File: src/rtl/mix_pkg.sv
// Shared widths, saturation limits and sample helpers for the mix output stage.
package mix_pkg;

    localparam int IN_W_DEFAULT = 19;
    localparam int SAMPLE_W     = 16;
    localparam int CODEC_W      = 32;

    typedef logic signed [SAMPLE_W-1:0] sample_t;
    typedef logic        [CODEC_W-1:0]  codec_word_t;

    localparam sample_t SAT_MAX = 16'sd32767;
    localparam sample_t SAT_MIN = -16'sd32768;

    // Codec expects the sample left-justified in the 32-bit word.
    function automatic codec_word_t to_codec_word(input sample_t s);
        return {s, {(CODEC_W-SAMPLE_W){1'b0}}};
    endfunction

    // Magnitude with -32768 folded onto 32767 so it fits a 16-bit meter.
    function automatic logic [SAMPLE_W-1:0] sample_abs(input sample_t s);
        if (s == SAT_MIN) return SAT_MAX;
        if (s < 0)        return -s;
        return s;
    endfunction

endpackage

File: src/rtl/mix_out_fifo.sv
// Small synchronous FIFO between the sample pipeline and the codec write port.
module mix_out_fifo
    import mix_pkg::*;
#(
    parameter int DEPTH = 4,
    parameter int W     = CODEC_W
) (
    input  logic         clk_i,
    input  logic         rst_n_i,
    input  logic         push_i,
    input  logic [W-1:0] data_i,
    input  logic         pop_i,
    output logic         full_o,
    output logic         empty_o,
    output logic [W-1:0] head_o
);

    localparam int AW = $clog2(DEPTH);

    logic [W-1:0]  mem_q [DEPTH];
    logic [AW-1:0] wr_ptr_q, rd_ptr_q;
    logic [AW:0]   cnt_q, cnt_d;
    logic          do_push, do_pop;

    assign full_o  = (cnt_q == (AW+1)'(DEPTH));
    assign empty_o = (cnt_q == '0);
    assign head_o  = mem_q[rd_ptr_q];

    // A pop frees the slot the simultaneous push needs, so a full FIFO still accepts.
    assign do_pop  = pop_i && !empty_o;
    assign do_push = push_i && (!full_o || do_pop);

    always_comb begin
        cnt_d = cnt_q;
        if (do_push && !do_pop)      cnt_d = cnt_q + (AW+1)'(1);
        else if (do_pop && !do_push) cnt_d = cnt_q - (AW+1)'(1);
    end

    always_ff @(posedge clk_i or negedge rst_n_i) begin
        if (!rst_n_i) begin
            wr_ptr_q <= '0;
            rd_ptr_q <= '0;
            cnt_q    <= '0;
        end else begin
            if (do_push) wr_ptr_q <= wr_ptr_q + AW'(1);
            if (do_pop)  rd_ptr_q <= rd_ptr_q + AW'(1);
            cnt_q <= cnt_d;
        end
    end

    always_ff @(posedge clk_i) begin
        if (do_push) mem_q[wr_ptr_q] <= data_i;
    end

endmodule

File: src/rtl/mix_output_stage.sv
// Mix sum -> attenuate -> saturate -> codec FIFO, with clip LED and drop counter.
// Optional peak meter output enabled by defining PEAK_METER_EN.
module mix_output_stage
    import mix_pkg::*;
#(
    parameter int IN_W       = IN_W_DEFAULT,
    parameter int FIFO_DEPTH = 4,
    parameter int CLIP_HOLD  = 25000000
) (
    input  logic                   CLOCK_50,
    input  logic                   resetn,
    input  logic signed [IN_W-1:0] mix_in,
    input  logic                   mix_valid,
    input  logic [1:0]             gain_shift,
    input  logic                   mute,
    input  logic                   audio_out_allowed,
    output logic                   write_audio_out,
    output logic [CODEC_W-1:0]     left_audio_out,
    output logic [CODEC_W-1:0]     right_audio_out,
    output logic                   clip_led,
    output logic [7:0]             overflow_cnt
`ifdef PEAK_METER_EN
    ,
    output logic [SAMPLE_W-1:0]    peak_level
`endif
);

    localparam int CLIP_W = $clog2(CLIP_HOLD + 1);
    localparam logic signed [IN_W-1:0] SAT_MAX_EXT = IN_W'(SAT_MAX);
    localparam logic signed [IN_W-1:0] SAT_MIN_EXT = IN_W'(SAT_MIN);

    logic signed [IN_W-1:0] mix_q;
    logic [1:0]             gain_q;
    logic                   mute_q, v1_q;
    sample_t                sat_q;
    logic                   v2_q;
    logic [CLIP_W-1:0]      clip_cnt_q;
    logic [7:0]             ovf_q;

    logic signed [IN_W-1:0] y;
    sample_t                sat_d;
    logic                   clip_d;
    logic                   fifo_full, fifo_empty, drop;
    codec_word_t            fifo_head;

    always_comb begin
        y      = mix_q >>> gain_q;
        sat_d  = y[SAMPLE_W-1:0];
        clip_d = 1'b0;
        if (y > SAT_MAX_EXT) begin
            sat_d  = SAT_MAX;
            clip_d = 1'b1;
        end else if (y < SAT_MIN_EXT) begin
            sat_d  = SAT_MIN;
            clip_d = 1'b1;
        end
        if (mute_q) begin
            sat_d  = '0;
            clip_d = 1'b0;
        end
    end

    always_ff @(posedge CLOCK_50 or negedge resetn) begin
        if (!resetn) begin
            mix_q      <= '0;
            gain_q     <= '0;
            mute_q     <= 1'b0;
            v1_q       <= 1'b0;
            sat_q      <= '0;
            v2_q       <= 1'b0;
            clip_cnt_q <= '0;
            ovf_q      <= '0;
        end else begin
            v1_q <= mix_valid;
            if (mix_valid) begin
                mix_q  <= mix_in;
                gain_q <= gain_shift;
                mute_q <= mute;
            end
            v2_q <= v1_q;
            if (v1_q) sat_q <= sat_d;
            // A fresh clip restarts the hold even while the LED is already lit.
            if (v1_q && clip_d)       clip_cnt_q <= CLIP_W'(CLIP_HOLD);
            else if (clip_cnt_q != '0) clip_cnt_q <= clip_cnt_q - CLIP_W'(1);
            if (drop && ovf_q != 8'hFF) ovf_q <= ovf_q + 8'd1;
        end
    end

    assign write_audio_out = !fifo_empty && audio_out_allowed;
    assign drop            = v2_q && fifo_full && !write_audio_out;

    mix_out_fifo #(
        .DEPTH (FIFO_DEPTH),
        .W     (CODEC_W)
    ) u_fifo (
        .clk_i   (CLOCK_50),
        .rst_n_i (resetn),
        .push_i  (v2_q),
        .data_i  (to_codec_word(sat_q)),
        .pop_i   (write_audio_out),
        .full_o  (fifo_full),
        .empty_o (fifo_empty),
        .head_o  (fifo_head)
    );

    assign left_audio_out  = fifo_empty ? '0 : fifo_head;
    assign right_audio_out = left_audio_out;
    assign clip_led        = (clip_cnt_q != '0);
    assign overflow_cnt    = ovf_q;

`ifdef PEAK_METER_EN
    logic [15:0]         decay_q;
    logic [SAMPLE_W-1:0] peak_q, peak_d, new_abs;

    assign new_abs = sample_abs(sat_q);

    always_comb begin
        peak_d = peak_q;
        if (decay_q == 16'hFFFF && peak_q != '0) peak_d = peak_q - SAMPLE_W'(1);
        if (v2_q && new_abs > peak_d)            peak_d = new_abs;
    end

    always_ff @(posedge CLOCK_50 or negedge resetn) begin
        if (!resetn) begin
            decay_q <= '0;
            peak_q  <= '0;
        end else begin
            decay_q <= decay_q + 16'd1;
            peak_q  <= peak_d;
        end
    end

    assign peak_level = peak_q;
`endif

endmodule

File: config.mk
export PLATFORM = sky130hd
export DESIGN_NAME = mix_output_stage
export DESIGN_NICKNAME = d
export VERILOG_FILES = /design/src/rtl/mix_pkg.sv /design/src/rtl/mix_out_fifo.sv /design/src/rtl/mix_output_stage.sv
export SDC_FILE = /design/constraint.sdc
export NUM_CORES = 1
export LEC_CHECK = 0
export CELL_PAD_IN_SITES_DETAIL_PLACEMENT = 2
export CELL_PAD_IN_SITES_GLOBAL_PLACEMENT = 2
export CORE_UTILIZATION = 34
export CTS_CLUSTER_DIAMETER = 40
export DETAILED_ROUTE_END_ITERATION = 10
export GPL_TIMING_DRIVEN = 0
export PLACE_DENSITY = 0.78
export SLEW_MARGIN = 40
export SYNTH_ARGS = -nofsm -noshare
export SYNTH_HDL_FRONTEND = slang
export SYNTH_SLANG_ARGS = --single-unit
File: constraint.sdc
create_clock -name CLOCK_50 -period 2.31 [get_ports CLOCK_50]
set_input_delay 0.3465 -clock CLOCK_50 [delete_from_list [all_inputs] [get_ports CLOCK_50]]
set_output_delay 0.3465 -clock CLOCK_50 [all_outputs]
set_load 0.03 [all_outputs]
# Word-level counts from Yosys, hierarchy flattened
# Memories as Yosys holds them, arrays and structs flattened.
# Cells that the tools add are included.
# word_totals
register_bits	80
ram_bits	64
output_inout_bits	74
n_memories	1
# mem_list
memory	words	word_bits	read_ports	rd_ports_with_merged_regs	wr	line	text
u_fifo.mem_q	4	16	1	0	1	mix_out_fifo.sv:20	logic [W-1:0] mem_q [DEPTH];
# op_classes
add_sub_neg	6
n_lt_le_gt_ge	2
eq_ne	2
shifts	1
mux	13
reduce_logical	19
# ops
op	count
$mux W25	2
$mux W16	3
$mux W32	1
$reduce_bool A25 Y1	1
$sub A25 B1 Y25 const B	1
$gt A19 B16 Y1 const B	1
$lt A19 B16 Y1 const B	1
$sshr A19 B2 Y19	1
$logic_and A1 B1 Y1	9
$add A8 B1 Y8 const B	1
$ne A8 B8 Y1 const B	1
$mux W3	2
$logic_not A1 Y1	5
$mux W1	5
$add A2 B1 Y2 const B	2
$reduce_bool A2 Y1	2
$add A3 B1 Y3 const B	1
$eq A3 B3 Y1 const B	1
$logic_not A3 Y1	1
$sub A3 B1 Y3 const B	1
$logic_or A1 B1 Y1	1

# Longest topological paths before layout
# logic_depth
depth_word	10
mapped_depth	9
depth_no_buf	9

# Modules after synthesis
# A second synthesis with hierarchy kept.
# unflattened
cells_unflattened	589
hier_area_um2	9198.8
# modules_own_cells
module	n_inst	cells_per_inst	area_each_um2
mix_out_fifo	1	203	5094.9
mix_output_stage	1	386	4103.9

# Worst setup path after synthesis
# Ideal clock, no wire load.
# synth_timing
kind	flip-flop to output port
from	register u_fifo.rd_ptr_q[0]
to	output right_audio_out[23]
arrival_ns	2.132
setup_slack_ns	-0.169
path_stages_with_launch	6
n_path_buf	3
cell_sequence	dfrtp_1 -> clkbuf_1 -> buf_2 -> mux4_2 -> nor2b_1 -> buf_4
# synth_between
elab_chain_cells	2
# synth_rtl
element	line	text
from (decl)	mix_out_fifo.sv:21	logic [AW-1:0] wr_ptr_q, rd_ptr_q;
from (signal assigned)	mix_out_fifo.sv:46	if (do_pop) rd_ptr_q <= rd_ptr_q + AW'(1);
$mem_v2 Z4 W16	--	
$mux W32	mix_output_stage.sv:106	assign left_audio_out = fifo_empty ? '0 : fifo_head;
to (decl)	mix_output_stage.sv:19	output logic [CODEC_W-1:0] right_audio_out,
# Every way passes these cells.

# Worst setup path in the final report
# layout_timing
from	register clip_cnt_q[0]
to	output clip_led
# layout_between
elab_chain_cells	1
# layout_rtl
element	line	text
from (decl)	mix_output_stage.sv:37	logic [CLIP_W-1:0] clip_cnt_q;
from (signal assigned)	mix_output_stage.sv:83	if (v1_q && clip_d) clip_cnt_q <= CLIP_W'(CLIP_HOLD);
from (signal assigned)	mix_output_stage.sv:84	else if (clip_cnt_q != '0) clip_cnt_q <= clip_cnt_q - CLIP_W'(1);
$reduce_bool A25 Y1	mix_output_stage.sv:108	assign clip_led = (clip_cnt_q != '0);
to (decl)	mix_output_stage.sv:20	output logic clip_led,
# Every way passes these cells.

==> impl_metrics.toml <==
[outcome]
status = "finished, violations left"
violations = "negative setup slack"

[job]
drv_cap = 0

[sta]
maxSlewViolCount = 0
finalHoldViolCount = 0
finalSetupViolCount = 42
fin_crit_sh = 1.162
max_clock_freq_ghz = 0.3725
max_slew_margin = 0.5459
tns_ns = -5.564
fin_hold_ws_ns = 0.3847
period_needed_ns = 2.685
finalClockSkew_ns = 0.008668
rsz0062_at_grt = "yes"
tightest_slew_ns = 0.6811
setup_ws_ns = -0.3747

[power_and_ir_drop]
power.total_mw = 11.96
peakVddDrop_mv = 0.5955
leakagePower_nw = 3.677
power_density_nw_per_um2 = 1307

[cts]
tritoncts = "built"
cts_made_buffers = 17
clk_pin_slew_worst_paths_ns = 0.06
cts_max_level = 4
clock_path_buffers = 2
insertion_delay_ns = 0.43
cts.sinks = 144
cts_root_buffer = "clkbuf_16"

[yosys]
synth_area_um2 = 6744
ys_seq_area_frac = 0.5818
synth_ff_type = "dfrtp_1"
synthCells = 492
async_reset_ff_frac = 0.5556
ys_seq_elements = 144
synth_edf_count = 64
yosysUniqueCellTypes = 52
yosys_warnings = 0
syn_avg_cell_area_um2 = 13.71

[global_routing]
grt_use_total = 0.1863
overflow = 0
first_global_vias = 4978
grt_start_max_net_pins = 50
grt_antenna_before_repair = 0
grt_pass1_wl_um = 27990

[placement]
dpl.hpwl_um = 11790
dp_cells = 857
post-place-ws_ns = -0.6641
placed_area_um2 = 7929
place.gp.congestion = 0.7733
port-buffer-count = 67

[routing]
vias_per_cell = 4.888
vias = 4477
ant_nets = 0
wl_um = 18770
drt_iter0_markers = 154
wl_per_cell_um = 20.49
drc = 0
drtPass1Iterations = 6

[critical_path]
rr_worst_depth = 11
r2r_slack_ns = -0.36
path_cells = "inv_2, ha_4, or4b_4, or4_4, or2_4, buf_6"
required_ns = 1.96
crit_slowest_cell = "or4b_4"
critPathCaptureType = "primary output"
startpoint_type = "flop"
worst_ep_arrival_time_ns = 2.34
critPathMaxStageDelay_ns = 0.45
crit_fanout = 2
reg2reg_to = "clip_cnt_q[23]$_DFFE_PN0P_"
r2r-start = "clip_cnt_q[0]$_DFFE_PN0P_"
crit_type = "flop to primary output"

[layout]
drive_above_1_share = 0.4009
nNetsFinal = 672
design_area_um2 = 9153
mostFrequentLayoutCell = "dfrtp_1"
fin_cells = 916
fin_util = 0.4703
syn2layout_area_growth_pct = 35.71
most-common-layout-cells = "dfrtp_1, edfxtp_1, buf_6"
num_antenna_cells = 0

[floorplan]
start_util = 0.3465
coreArea_um2 = 19460
boundaryPins = 100
chipWidth_um = 142.8
die-height_um = 142.8
dieArea_um2 = 20400
rows = 51

[min_path]
hold_path_class = "input pin to asynchronous set/reset pin"
worst max-delay path, delay by kind of cell (launching register included):
family                   cells  cell delay (ns)
flip-flops                   1             0.40
buffers and inverters        2             0.22
AND/OR/NAND/NOR              3             1.15
adder cells (fa/ha/maj)      1             0.14
sequential cells by signal (all words and copies together) (netlist names):
register and count:
clip_cnt_q 25, overflow_cnt 8, u_fifo.mem_q 64, u_fifo.rd_ptr_q 2
gain_q 2, mix_q 19, v1_q 1, mute_q 1
v2_q 1, u_fifo.cnt_q 3, u_fifo.wr_ptr_q 2, sat_q 16
where the power goes:
group          internal (mW)  total (mW)  leakage (nW)  switching, mW
sequential              3.27        3.78          1.55          0.503
combinational           2.79        5.52          1.86           2.73
clock                   1.52        2.66         0.263           1.14
cells by family after synthesis:
logic type / share of synthesized area
xor gates and xnor gates: 0.02468
buffers and inverters: 0.08126
other: 0.0005561
muxes: 0.1451
and+or+nand+nor: 0.08089
adders and majority gates: 0.01595
AOI/OAI and AO/OA: 0.06976
DFF: 0.5818
routing by layer:
layer / routed length [um] / GRT usage
met5: 0 / 0
met4: 412 / 0.07583
met3: 531 / 0.03052
met2: 10520 / 0.3447
met1: 7304 / 0.2127
what timing repair did:
item / 4_1_cts / 5_1_grt
endpoints found under the setup margin: 61 / 58
resized for setup: 275 / 54
cloned: 2 / 0
hold buffers: 1 / 0
pin swaps: 6 / 7
setup buffers: 13 / 17
endpoints found under the hold margin: 31 / 0
layout make-up:
type | instances | area [um^2]
fill | 1890 | 10310
inverter | 23 | 86.33
sequential | 144 | 3928
clock buffer | 18 | 439.2
clock inverter | 14 | 132.6
multi-input combinational | 284 | 2660
tap | 265 | 331.6
buffer | 67 | 536.8
timing repair buffer | 101 | 1039
cell usage after synthesis (10+ instances only):
cell      count  area (um^2)
mux4_2       31        698.2
o22ai_1      15        93.84
nor2_1       15        56.30
mux2_2       24        270.3
a21oi_1      23        115.1
nor2b_1      19        118.9
inv_1        23        86.33
edfxtp_1     64         1922
clkbuf_1     16        60.06
dfrtp_1      80         2002
xor2_1       10        87.58
buf_4        48        360.4
worst max path at each step:
stage,start,endpoint,slack (ns),depth (start not counted)
finish,clip_cnt_q[0]$_DFFE_PN0P_,clip_led,-0.37,6
global route,clip_cnt_q[0]$_DFFE_PN0P_,clip_cnt_q[23]$_DFFE_PN0P_,-0.48,11
CTS,clip_cnt_q[0]$_DFFE_PN0P_,clip_led,-0.50,6
floorplan,u_fifo.rd_ptr_q[1]$_DFFE_PN0N_,right_audio_out[22],0.01,5
detailed placement,u_fifo.rd_ptr_q[1]$_DFFE_PN0N_,right_audio_out[30],-0.66,6
global placement,resetn,sat_q[10]$_DFFE_PN0P_,-1.89,1
Note: power is estimated with default switching activity, not from simulation.
